$ cat src/rtl/fetch_ctrl_pkg.sv
// Shared fetch-control definitions: FSM encodings, redirect source codes, reset PC.
// Also holds the target-alignment helper used when a redirect is captured.
package fetch_ctrl_pkg;

  localparam logic [1:0] ST_START  = 2'd0;
  localparam logic [1:0] ST_RUN    = 2'd1;
  localparam logic [1:0] ST_HALTED = 2'd2;

  localparam logic SRC_BR   = 1'b0;
  localparam logic SRC_TRAP = 1'b1;

  localparam logic [31:0] RESET_PC = 32'h0000_0000;

  typedef struct packed {
    logic        vld;
    logic        src;
    logic [31:0] pc;
  } redir_t;

  // Bit 1 survives because compressed instructions are 2-byte aligned.
  function automatic logic [31:0] align_pc(input logic [31:0] pc);
    return pc & ~32'h0000_0001;
  endfunction

endpackage

$ cat src/rtl/fetch_ctrl_redirect_arb.sv
// Redirect capture: trap beats branch, a pending trap blocks everything, a pending branch blocks branches.
// Latency: request visible on pend_* the next cycle; apply_i frees the entry so a same-cycle request refills it.
// Backpressure: none; requests that lose arbitration are dropped as wrong-path.
module redirect_arb
  import fetch_ctrl_pkg::*;
(
  input  logic        clk_i,
  input  logic        rst_ni,
  input  logic        trap_req_i,
  input  logic [31:0] trap_pc_i,
  input  logic        br_req_i,
  input  logic [31:0] br_pc_i,
  input  logic        apply_i,
  output logic        pend_vld,
  output logic [31:0] pend_pc
);

  redir_t pend_q, pend_d;
  logic   hold_vld;

  // An entry being applied this cycle no longer blocks a new capture.
  assign hold_vld = pend_q.vld & ~apply_i;

  always_comb begin
    pend_d = pend_q;
    if (apply_i) begin
      pend_d.vld = 1'b0;
    end
    if (trap_req_i && !(hold_vld && (pend_q.src == SRC_TRAP))) begin
      pend_d = '{vld: 1'b1, src: SRC_TRAP, pc: align_pc(trap_pc_i)};
    end else if (br_req_i && !hold_vld) begin
      pend_d = '{vld: 1'b1, src: SRC_BR, pc: align_pc(br_pc_i)};
    end
  end

  always_ff @(posedge clk_i or negedge rst_ni) begin
    if (!rst_ni) begin
      pend_q <= '{vld: 1'b0, src: SRC_BR, pc: RESET_PC};
    end else begin
      pend_q <= pend_d;
    end
  end

  assign pend_vld = pend_q.vld;
  assign pend_pc  = pend_q.pc;

endmodule

$ cat src/rtl/fetch_ctrl.sv
// Fetch sequencing: START hold, RUN/HALTED FSM, redirect apply and decode flush window.
// Latency: redirect applied the cycle after its request; halt 1 cycle (2 with a redirect pending), resume 1 cycle.
// Backpressure: fet_en_o follows imem_ack_i & dec_ready_i except on an apply cycle, which always advances.
module fetch_ctrl
  import fetch_ctrl_pkg::*;
#(
  parameter int unsigned FLUSH_DEPTH = 2,
  parameter int unsigned RESET_HOLD  = 1
) (
  input  logic        clk_i,
  input  logic        rst_ni,
  input  logic        imem_ack_i,
  input  logic        dec_ready_i,
  input  logic        trap_req_i,
  input  logic [31:0] trap_pc_i,
  input  logic        br_req_i,
  input  logic [31:0] br_pc_i,
  input  logic        halt_req_i,
  input  logic        resume_i,
  output logic        fet_en_o,
  output logic        fet_pc_update_o,
  output logic [31:0] fet_pc_o,
  output logic        flush_o,
  output logic        halted_o
);

  logic [1:0]  state_q, state_d;
  logic [3:0]  hold_q, hold_d;
  logic [2:0]  flush_q, flush_d;
  logic        pend_vld;
  logic [31:0] pend_pc;
  logic        apply;

  assign apply = (state_q == ST_RUN) && pend_vld;

  redirect_arb u_arb (
    .clk_i      (clk_i),
    .rst_ni     (rst_ni),
    .trap_req_i (trap_req_i),
    .trap_pc_i  (trap_pc_i),
    .br_req_i   (br_req_i),
    .br_pc_i    (br_pc_i),
    .apply_i    (apply),
    .pend_vld   (pend_vld),
    .pend_pc    (pend_pc)
  );

  always_comb begin
    state_d = state_q;
    hold_d  = hold_q;
    case (state_q)
      ST_START: begin
        hold_d = hold_q - 4'd1;
        if (hold_d == 4'd0) state_d = ST_RUN;
      end
      // A pending redirect is applied before the halt is honoured.
      ST_RUN:    if (halt_req_i && !pend_vld) state_d = ST_HALTED;
      ST_HALTED: if (resume_i) state_d = ST_RUN;
      default:   state_d = ST_START;
    endcase
  end

  always_comb begin
    flush_d = flush_q;
    if (apply) begin
      flush_d = 3'(FLUSH_DEPTH - 1);
    end else if (flush_q != 3'd0) begin
      flush_d = flush_q - 3'd1;
    end
  end

  always_ff @(posedge clk_i or negedge rst_ni) begin
    if (!rst_ni) begin
      state_q <= ST_START;
      hold_q  <= 4'(RESET_HOLD);
      flush_q <= 3'd0;
    end else begin
      state_q <= state_d;
      hold_q  <= hold_d;
      flush_q <= flush_d;
    end
  end

  assign fet_en_o        = (state_q == ST_RUN) & (apply | (imem_ack_i & dec_ready_i));
  assign fet_pc_update_o = apply;
  assign fet_pc_o        = apply ? pend_pc : RESET_PC;
  assign flush_o         = apply | (flush_q != 3'd0);
  assign halted_o        = (state_q == ST_HALTED);

endmodule

$ cat config.mk
export PLATFORM = sky130hd
export DESIGN_NAME = fetch_ctrl
export DESIGN_NICKNAME = d
export VERILOG_FILES = /design/src/rtl/fetch_ctrl_pkg.sv /design/src/rtl/fetch_ctrl_redirect_arb.sv /design/src/rtl/fetch_ctrl.sv
export SDC_FILE = /design/constraint.sdc
export NUM_CORES = 1
export LEC_CHECK = 0
export ABC_AREA = 1
export CAP_MARGIN = 20
export CELL_PAD_IN_SITES_DETAIL_PLACEMENT = 1
export CELL_PAD_IN_SITES_GLOBAL_PLACEMENT = 1
export CORE_MARGIN = 4
export CORE_UTILIZATION = 29
export CTS_BUF_LIST = sky130_fd_sc_hd__clkbuf_4 sky130_fd_sc_hd__clkbuf_8 sky130_fd_sc_hd__clkbuf_16
export CTS_CLUSTER_DIAMETER = 60
export DETAILED_ROUTE_END_ITERATION = 10
export MAX_ROUTING_LAYER = met4
export PLACE_DENSITY_LB_ADDON = 0.1
export SLEW_MARGIN = 20
export SYNTH_ARGS = -nofsm -noshare
export SYNTH_HDL_FRONTEND = slang
export SYNTH_SLANG_ARGS = --single-unit
$ cat constraint.sdc
create_clock -name clk_i -period 1.5 [get_ports clk_i]
set_clock_uncertainty 0.05 [all_clocks]
set_input_delay 0.15 -clock clk_i [delete_from_list [all_inputs] [get_ports clk_i]]
set_output_delay 0.15 -clock clk_i [all_outputs]
set_load 0.01 [all_outputs]
---- Yosys cells after proc, flatten, opt, wreduce, memory -nomap -nowiden ----
Cells that the tools add are included.
Widths: inputs -> output; s select.
cells by class
  add/subtract/negate cells ............... 2
  equality and inequality tests ........... 5
  multiplexer cells ....................... 10
  bitwise gates (word level) .............. 6
  reductions and logical operators ........ 15
operator list
  operator             count
  $mux 34              2
  $mux 32              1
  $mux 2               3
  $mux 3               2
  $pmux 2 s3           1
  $reduce_bool 3->1    2
  $logic_and 1x1->1    5
  $logic_not 4->1      1
  $ne 2x2->1 const B   2
  $reduce_bool 2->1    2
  $sub 4x1->4 const B  1
  $and 1x1->1          3
  $logic_not 1->1      3
  $reduce_and 3->1     1
  $sub 3x1->3 const B  1
  $eq 2x1->1 const B   1
  $eq 2x2->1 const B   1
  $logic_not 2->1      1
  $ne 2x1->1 const B   1
  $or 1x1->1           2
  $mux 1               1
  $not 1->1            1
storage, ports and cells
  flip-flop bits (word level) ............. 43
  output and inout port bits .............. 36
  logic and storage cells ................. 44

---- Longest topological paths before layout ----
Gate-level depths: netlist (run 1).
  word-level depth ........................ 8
  mapped depth ............................ 8
  depth with buffers taken out ............ 8

---- Cells and area by module ----
From an unflattened synthesis (run 1), not the netlist that was laid out.
second synthesis, totals
  cell total of the unflattened synthesis .. 412
  area, all modules ....................... 2,914.0 µm²
by module, submodules not included
  module        times used  cells each  area each (µm²)
  redirect_arb  1           282         2,129.5
  fetch_ctrl    1           130         784.5

---- Least setup slack after synthesis (run 1) ----
OpenSTA, ideal clock, no wires.
  path type ............................... register -> register
  start point ............................. register hold_q[0]
  end point ............................... register state_q[0]
  library setup time ...................... 0.117 ns
  arrival ................................. 1.087 ns
  data required time ...................... 1.333 ns
  slack ................................... 0.246 ns
  stages on the path, launching flop included .. 9
  path buffers ............................ 0
  clock period less this slack ............ 1.254 ns
  cell sequence ........................... dfstp_2 > inv_1 > ha_1 > inv_1 > nand2_1 > nand3_1 > nand2_1 > nand3_1 > nand2_1
between the ends
  word-level cells in the longest chain between the ends .. 4
RTL lines
  element                            RTL line          RTL
  start: declaration                 fetch_ctrl.sv:28  logic [3:0] hold_q, hold_d;
  start signal: assignment           fetch_ctrl.sv:75  hold_q <= 4'(RESET_HOLD);
  start signal: assignment           fetch_ctrl.sv:79  hold_q <= hold_d;
  $sub 4x1->4                        fetch_ctrl.sv:53  hold_d = hold_q - 4'd1;
  $logic_not 4->1                    fetch_ctrl.sv:54  if (hold_d == 4'd0) state_d = ST_RUN;
  $ne 2x2->1 (no source line)        -
  $reduce_and 3->1 (no source line)  -
  end signal: assignment             fetch_ctrl.sv:78  state_q <= state_d;
  end: declaration                   fetch_ctrl.sv:27  logic [1:0] state_q, state_d;
Every way passes these cells.
A chain may end at the register's enable or synchronous reset.

---- Worst setup path after layout (run 1) ----
  start point ............................. register state_q[1]
  end point ............................... register u_arb.pend_q, in the netlist u_arb.pend_pc[29]
between the ends
  word-level cells in the longest chain between the ends .. 8
RTL lines
  element                                       RTL line                       RTL
  $eq 2x1->1 (*)                                fetch_ctrl.sv:34               assign apply = (state_q == ST_RUN) && pend_vld;
  $logic_and 1x1->1 (*)                         fetch_ctrl.sv:34
  $not 1->1 (*)                                 fetch_ctrl_redirect_arb.sv:22  assign hold_vld = pend_q.vld & ~apply_i;
  $and 1x1->1 (*)                               fetch_ctrl_redirect_arb.sv:22
  $logic_and 1x1->1                             fetch_ctrl_redirect_arb.sv:29  if (trap_req_i && !(hold_vld && (pend_q.src == SRC_TRAP))) begin
  $logic_not 1->1                               fetch_ctrl_redirect_arb.sv:29
  $logic_and 1x1->1                             fetch_ctrl_redirect_arb.sv:29
  $mux 34 or $reduce_bool 2->1 (tied branches)  -
  end signal: assignment                        fetch_ctrl_redirect_arb.sv:38  pend_q <= '{vld: 1'b0, src: SRC_BR, pc: RESET_PC};
  end signal: assignment                        fetch_ctrl_redirect_arb.sv:40  pend_q <= pend_d;
  end: declaration                              fetch_ctrl_redirect_arb.sv:18  redir_t pend_q, pend_d;
Every way passes the cells marked *; elsewhere a longest branch is shown, timed or not.

==> flow_summary.ini, run 1 <==
[placed_design]
port_buffers = 104
routabilityCongestion = 0.753
dp_hpwl_mm = 6.12
place_area_um2 = 3830

[critical_path]
worstPathRequired_ns = 1.63
cpMaxStageDelayCell = dfrtp_1
arrival_ns = 1.74
crit_top_cell = nand3_1
cp-end-kind = register
crit_type = reg -> reg
crit_fanout = 7
path_cells = buf_4 > inv_4 > nand2_4 > buf_6 > nand3_4 > nand2_8 > clkbuf_16 > nand3_1 > nand3_1
start_kind = register
max_stage_delay_ns = 0.42

[layout]
fin_area_um2 = 4630
diodes = 0
nFillCells = 1059
areaGrowthSynthToFinish_pct = 79.0
final_cell_mix = nand3_1, inv_1, clkdlybuf4s50_1, nand2_1, dfrtp_1
final_common_cell = nand3_1
final_nets = 585
final_core_util_pct = 53.1
drive_gt1_share_pct = 27.8

[power_and_ir_drop]
p_leak_nw = 2.27
power_density_nw_per_um2 = 1860
ir_drop_uv = 759

[run]
maxCapViolations = 0

[logic_synthesis]
synth.largest_area_cell = dfrtp_1
synth_cells = 375
syn_nets = 451
synth-seq-area-share_pct = 40.7
synth_seq_cells = 42
ys_warn_count = 0
synth_cell_types = 22
synth_top_area_share_pct = 39.7
synthTopCellsByArea = dfrtp_1, nand3_1, inv_1
syn_area_um2 = 2590
syn-mean-instance-area_um2 = 6.90

[die]
dieArea_um2 = 10500
die_w_um = 102
start_util_pct = 29.7
rows = 34
ios = 108
die_h_um = 102
core_area_um2 = 8720

[cts]
clk_latency_ns = 0.30
path_clk_slew_ns = 0.09
htree_levels = 2
tritoncts = done
cts_root_buf = clkbuf_8
ctsLongestPathBuffers = 2
clock-sinks = 42
numCtsBuffers = 5

[route]
dr.first_iter.drc_count = 91
routed-via-count = 2957
drcViolationCount = 0
wl_mm = 10.8
wl_met2_mm = 5.77
via_per_inst = 4.78
wl_per_cell_um = 17.4
highest_layer = met4
drt-met1-wl_mm = 4.46
wl_met3_um = 487
dr.pass1.iters = 4
ant_nets = 0

[status]
status = finished with violations
violations = setup timing

[sta]
grt_setup_unrepaired = true
min_period_ns = 1.61
clock.fmax_ghz = 0.622
post-route-period-util_pct = 107
slew_violations = 0
setup_slack_ns = -0.107
setup_viol = 63
hold_viol = 0

[global_route]
overflow = 0
grt_pass1_wl_mm = 14.3
antenna_found_initial = 0
grt_pass1_vias = 2936
grt_usage_pct = 17.9
grt_max_degree = 35

[min_path]
hold_class = in -> async
[per-layer routing]
metal  track usage (%)  vias up
met5                 -        -
met4              3.73        0
met1              21.9     1457
met2              31.0       71
met3              3.14        4
li1                  -     1425
[per-stage QoR]
stage | setup slack (ns) | total power [mW] | instances | hold WS (ns) | TNS, ns
6_report | -0.107 | 8.63 | 618 | 0.276 | -3.82
4_1_cts | -0.194 | 7.59 | 599 | 0.280 | -3.18
3_3_place_gp | -0.178 | 5.76 | 585 | 0.0755 | -3.97
5_1_grt | -0.165 | 9.26 | 618 | 0.321 | -7.37
3_5_place_dp | -0.208 | 5.89 | 585 | 0.0780 | -4.94
2_1_floorplan | 0.246 | 4.20 | 375 | -0.196 | 0
[report_power, final]
group	total [mW]	internal, mW	switching (mW)
Combinational	5.68	2.62	3.06
Sequential	2.02	1.70	0.326
Clock	0.922	0.491	0.431
Total	8.63	4.81	3.82
[cell type report]
class                      instances  area (µm²)  area share [%]
timing repair buffer             148        1640            35.4
clock inverter                     3        40.0           0.865
tap                              108         135            2.92
multi-input combinational        238        1420            30.6
inverter                          74         280            6.05
sequential                        42        1050            22.7
clock buffer                       5        68.8            1.49
[worst max-delay path: cells and delay by family, from the launching register on]
kind,cells,cell delay (ns)
DFF,1,0.42
and+or+nand+nor,5,0.47
buffers and inverters,4,0.55
[path summary, 6_finish.rpt]
check	to	cells past startpoint	slack, ns	startpoint
max in group asynchronous	u_arb.pend_pc[14]	3	0.52	rst_ni
min in group clk_i	u_arb.pend_pc[28]	3	0.38	trap_pc_i[28]
worst min register to register	flush_q[2]	1	0.46	flush_q[2]
worst max-delay path	u_arb.pend_pc[29]	9	-0.11	state_q[1]
worst max register to register	u_arb.pend_pc[29]	9	-0.11	state_q[1]
worst min-delay path	hold_q[2]	2	0.28	rst_ni
[cells in the mapped netlist]
cell type / instances
buf_2: 8
a31oi_1: 1
ha_1: 4
dfrtp_1: 41
inv_2: 1
buf_4: 8
nor2_1: 70
nand2_1: 45
dfstp_2: 1
clkbuf_1: 4
conb_1: 1
nand3_1: 99
inv_1: 73
nand3_4: 1
o21ai_0: 4
a211oi_1: 1
xor2_1: 1
buf_6: 3
nand2_2: 1
a21oi_1: 4
nand2_4: 3
o31ai_1: 1
[cell families after synthesis]
group | share of synthesized area (%)
and+or+nand+nor | 38.1
buffers and inverters | 16.5
DFF | 40.7
AOI/OAI and AO/OA | 2.37
adders and majority gates | 1.93
xor gates and xnor gates | 0.339
other | 0.145
[state kept, by name (all words and copies together), names as in the netlist]
name,count
flush_q,3
hold_q,4
state_q,2
u_arb.pend_pc,31
u_arb.pend_q,1
u_arb.pend_vld,1
[timing repair]
item	in CTS	in global routing
gates cloned	3	17
pin swaps	2	8
setup endpoints to repair	35	68
setup buffers	2	5
hold buffers	1	0
gates resized for setup	216	36
hold endpoints to repair	16	0
No activity file was read; power rests on OpenSTA's default activity.
==> run 2: changes to the inputs <==
MAX_ROUTING_LAYER = unset   (was met4)
==> run 2 against run 1 <==
The run still ends with setup timing left. Routed wire length shrank 2.6%. Sequential power hardly changed. Sequential share of layout area is 0.27 points higher. Worst setup slack worse by 0.0089 ns. Register-to-register slack about the same. Via count fell by 2.9%. Combinational power shrank 3%. Hold slack got worse by 0.023 ns. Flip-flop and latch count unchanged. Die area unchanged. Largest cell class unchanged.
==> flow_summary.ini, run 2 (same netlist as run 1, synthesis figures left out) <==
[placed_design]
dpl.cell_count = 585
routabilityCongestion = 0.743
dp_hpwl_mm = 6.12
port_buffers = 104

[critical_path]
reg2regPathDepth = 9
start_kind = register
cp-end-kind = register
arrival_ns = 1.76
crit_type = reg -> reg
crit_fanout = 8
worstPathRequired_ns = 1.64

[sta]
clock.fmax_ghz = 0.619
setup_slack_ns = -0.116
setup_viol = 63
grt_setup_unrepaired = true
post-route-period-util_pct = 108
slew_violations = 0
hold_viol = 0
min_period_ns = 1.62

[power_and_ir_drop]
p_clk_share_pct = 11.0
ir_drop_uv = 756
p_leak_nw = 2.25
p_total_mw = 8.48
pwr-share-seq_pct = 23.9
p_comb_share_pct = 65.1
p_sw_mw = 3.74
p_int_mw = 4.74
sw_frac_of_total_pct = 44.1
power_density_nw_per_um2 = 1850

[layout]
final_core_util_pct = 52.5
stdcell_count = 615
largest_reg_flops = 31
diodes = 0
drive_gt1_share_pct = 27.2
final_cell_mix = nand3_1, inv_1, clkdlybuf4s50_1, nand2_1, dfrtp_1
final_nets = 582
areaGrowthSynthToFinish_pct = 76.8
final_common_cell = nand3_1

[status]
violations = setup timing
status = finished with violations

[route]
wl_mm = 10.5
routed-via-count = 2872
dr.pass1.iters = 4
via_per_inst = 4.67
wl_per_cell_um = 17.0
drcViolationCount = 0
ant_nets = 0
dr.first_iter.drc_count = 90

[cts]
htree_levels = 2
path_clk_slew_ns = 0.09
numCtsBuffers = 5
clock-sinks = 42
tritoncts = done
ctsLongestPathBuffers = 2
clk_latency_ns = 0.31
cts_root_buf = clkbuf_8

[global_route]
grt_max_degree = 35
grt_usage_pct = 17.5
grt_pass1_wl_mm = 14.4
antenna_found_initial = 0
overflow = 0
grt_pass1_vias = 2922

[die]
rows = 34
die_w_um = 102
start_util_pct = 29.7
die_h_um = 102
core_area_um2 = 8720
dieArea_um2 = 10500
ios = 108

[min_path]
hold_class = in -> async

[run]
maxCapViolations = 0
-- run 2: final cells by class --
class	instances	area, µm²
fill	1058	4150
multi-input combinational	237	1390
clock inverter	3	40.0
timing repair buffer	146	1610
tap	108	135
sequential	42	1050
clock buffer	5	68.8
inverter	74	280
-- run 2: path summary, 6_finish.rpt --
path,start,slack (ns),endpoint
max reg2reg,state_q[1],-0.12,u_arb.pend_pc[4]
max,state_q[1],-0.12,u_arb.pend_pc[4]
min,rst_ni,0.25,hold_q[2]
min reg2reg,flush_q[2],0.46,flush_q[2]
max in group asynchronous,rst_ni,0.55,u_arb.pend_pc[14]
min in group clk_i,trap_pc_i[9],0.37,u_arb.pend_pc[9]
-- run 2: metrics by stage --
step	worst slack (ns)	hold slack (ns)	setup TNS, ns	area [µm²]
2_1_floorplan	0.246	-0.196	0	2590
3_3_place_gp	-0.178	0.0755	-3.97	3830
3_5_place_dp	-0.208	0.0780	-4.94	3830
4_1_cts	-0.194	0.280	-3.18	4160
5_1_grt	-0.191	0.299	-9.17	4580
6_report	-0.116	0.253	-4.89	4580
-- run 2: worst max-delay path, stage by stage (launching register included) --
cell and delay (ns):
dfrtp_1 0.42, buf_4 0.16, inv_4 0.06, nand2_4 0.05
buf_4 0.16, nand3_4 0.13, nand2_8 0.11, clkbuf_16 0.19
nand3_1 0.08, nand3_1 0.08
-- run 2: what timing repair did --
item                                    4_1_cts  5_1_grt
pin swaps                                     2        8
resized for setup                           216       35
hold endpoints to repair                     16        0
hold buffers                                  1        0
buffers inserted                              2        5
endpoints found under the setup margin       35       68
cloned                                        3       14
-- run 2: power by group through the flow --
stage	Sequential, mW	Clock [mW]	Combinational (mW)
2_1_floorplan	1.97	0	2.23
4_1_cts	2.02	0.952	4.62
3_5_place_dp	2.03	0	3.87
6_report	2.03	0.931	5.52
5_1_grt	2.10	1.00	6.03
3_3_place_gp	2.00	0	3.76
-- run 2: routing by layer --
metal | vias to the layer above | track usage (%) | share of wire, %
met5 | - | 0 | 0
met4 | 0 | 3.73 | 1.0
met3 | 9 | 3.48 | 4.7
met2 | 62 | 30.8 | 53
met1 | 1385 | 22.0 | 41
li1 | 1416 | - | -
==> run 3: changes to the inputs <==
GPL_ROUTABILITY_DRIVEN = 0   (was unset)
SETUP_SLACK_MARGIN = 0.4   (was unset)
==> run 3 against run 2 <==
The flow still finishes with violations (setup timing). Die area unchanged. Sequential share of layout area down 3.4 points. Cell area up 17%. Total power up 22%. Register-to-register slack worse by 0.14 ns. Clock power down 12%. Largest power group unchanged. Critical endpoint is now u_arb.pend_pc[6]. Via count up 10%. Cell count up 3.3%. First-iteration DRC count down 20%. Critical path depth up 2.
==> flow_summary.ini, run 3 (same netlist as run 1, synthesis figures left out) <==
[route]
routed-via-count = 3166
ant_nets = 0
via_per_inst = 4.99
drt-met1-wl_mm = 4.97
wl_met2_mm = 6.87
dr.first_iter.drc_count = 72
wl_met3_um = 662
wl_mm = 12.7
dr.pass1.iters = 4
wl_per_cell_um = 20.0
drcViolationCount = 0
highest_layer = met4

[sta]
setup_slack_ns = -0.252
setup_tns_ns = -9.33
setup_viol = 68
hold_viol = 0
min_period_ns = 1.75
grt_setup_unrepaired = true
post-route-period-util_pct = 117
slew_violations = 0
clock.fmax_ghz = 0.571

[die]
die_h_um = 102
dieArea_um2 = 10500
rows = 34
core_area_um2 = 8720
die_w_um = 102
ios = 108
start_util_pct = 29.7

[critical_path]
worstPathRequired_ns = 1.69
max_stage_delay_ns = 0.45
cp_top_family = buffers and inverters
cp-end-kind = register
arrival_ns = 1.94
critPathBufInv = 5
crit_type = reg -> reg
path_cells = buf_6 > inv_4 > nand2_4 > buf_6 > nand2_8 > nand2_8 > buf_12 > clkbuf_16 > nor2_2 > nand2_1 > nand3_1
cpMaxStageDelayCell = dfrtp_1
start_kind = register
crit_fanout = 8

[cts]
numCtsBuffers = 5
htree_levels = 2
cts_root_buf = clkbuf_8
tritoncts = done
clk_latency_ns = 0.30
path_clk_slew_ns = 0.09
clock-sinks = 42
ctsLongestPathBuffers = 2

[layout]
areaGrowthSynthToFinish_pct = 108
drive_gt1_share_pct = 48.0
final_common_cell = inv_1
multi_input_area_um2 = 1870
diodes = 0
regArea_um2 = 1050
largest_reg_flops = 31
stdcell_count = 635
nFillCells = 995
final_nets = 602
final_cell_mix = inv_1, clkdlybuf4s50_1, nand3_1, dfrtp_1, nand3_2

[placed_design]
dp_hpwl_mm = 6.39
port_buffers = 104
place_ws_ns = -0.177
dpl.cell_count = 590

[global_route]
overflow = 0
grt_usage_pct = 20.7
antenna_found_initial = 0
grt_pass1_vias = 3324
grt_max_degree = 23
grt_pass1_wl_mm = 16.8

[status]
status = finished with violations
violations = setup timing

[power_and_ir_drop]
p_leak_nw = 2.58
ir_drop_uv = 796
power_density_nw_per_um2 = 1930
p_total_mw = 10.4

[min_path]
hold_class = in -> async

[run]
maxCapViolations = 0
==> run 3: per-stage QoR <==
step                      area [µm²]  util (%)  hold WS [ns]
after global routing            5370      61.6         0.267
final                           5370      61.6         0.244
after global placement          4070      46.6        0.0408
after CTS                       4650      53.3         0.269
after floorplan                 2840         -        -0.196
after detailed placement        4070      46.6        0.0371
==> run 3: report_power, final <==
part           internal [mW]  total, mW  switching (mW)
sequential              1.70       2.17           0.472
clock                  0.387      0.820           0.433
combinational           3.60       7.39            3.79
==> run 3: final timing paths <==
path | from | end | slack [ns] | cells past startpoint
min in group clk_i | trap_pc_i[21] | u_arb.pend_pc[21] | 0.38 | 3
max in group asynchronous | rst_ni | flush_q[2] | 0.53 | 3
min | rst_ni | u_arb.pend_pc[7] | 0.24 | 2
max | state_q[1] | u_arb.pend_pc[6] | -0.25 | 11
min reg2reg | u_arb.pend_pc[3] | u_arb.pend_pc[3] | 0.47 | 2
max reg2reg | state_q[1] | u_arb.pend_pc[6] | -0.25 | 11
==> run 3: what timing repair did <==
item,in CTS,in global routing
endpoints found under the hold margin,14,0
cloned,7,5
resized for setup,196,132
hold buffers,1,0
pin swaps,9,37
setup endpoints to repair,77,77
setup buffers,15,9
==> run 3: layout make-up <==
class	count	share of cell area [%]
clock buffers	8	1.70
repair buffers	167	36.3
inverters	74	5.22
multi-input cells	236	34.7
well taps	108	2.51
flip-flops and latches	42	19.6
==> run 3: per-layer routing <==
| metal | GRT usage [%] | vias up |
|---|---|---|
| met5 | 0 | - |
| met4 | 4.74 | 0 |
| met3 | 3.48 | 21 |
| met2 | 37.6 | 110 |
| met1 | 25.5 | 1579 |
| li1 | - | 1456 |
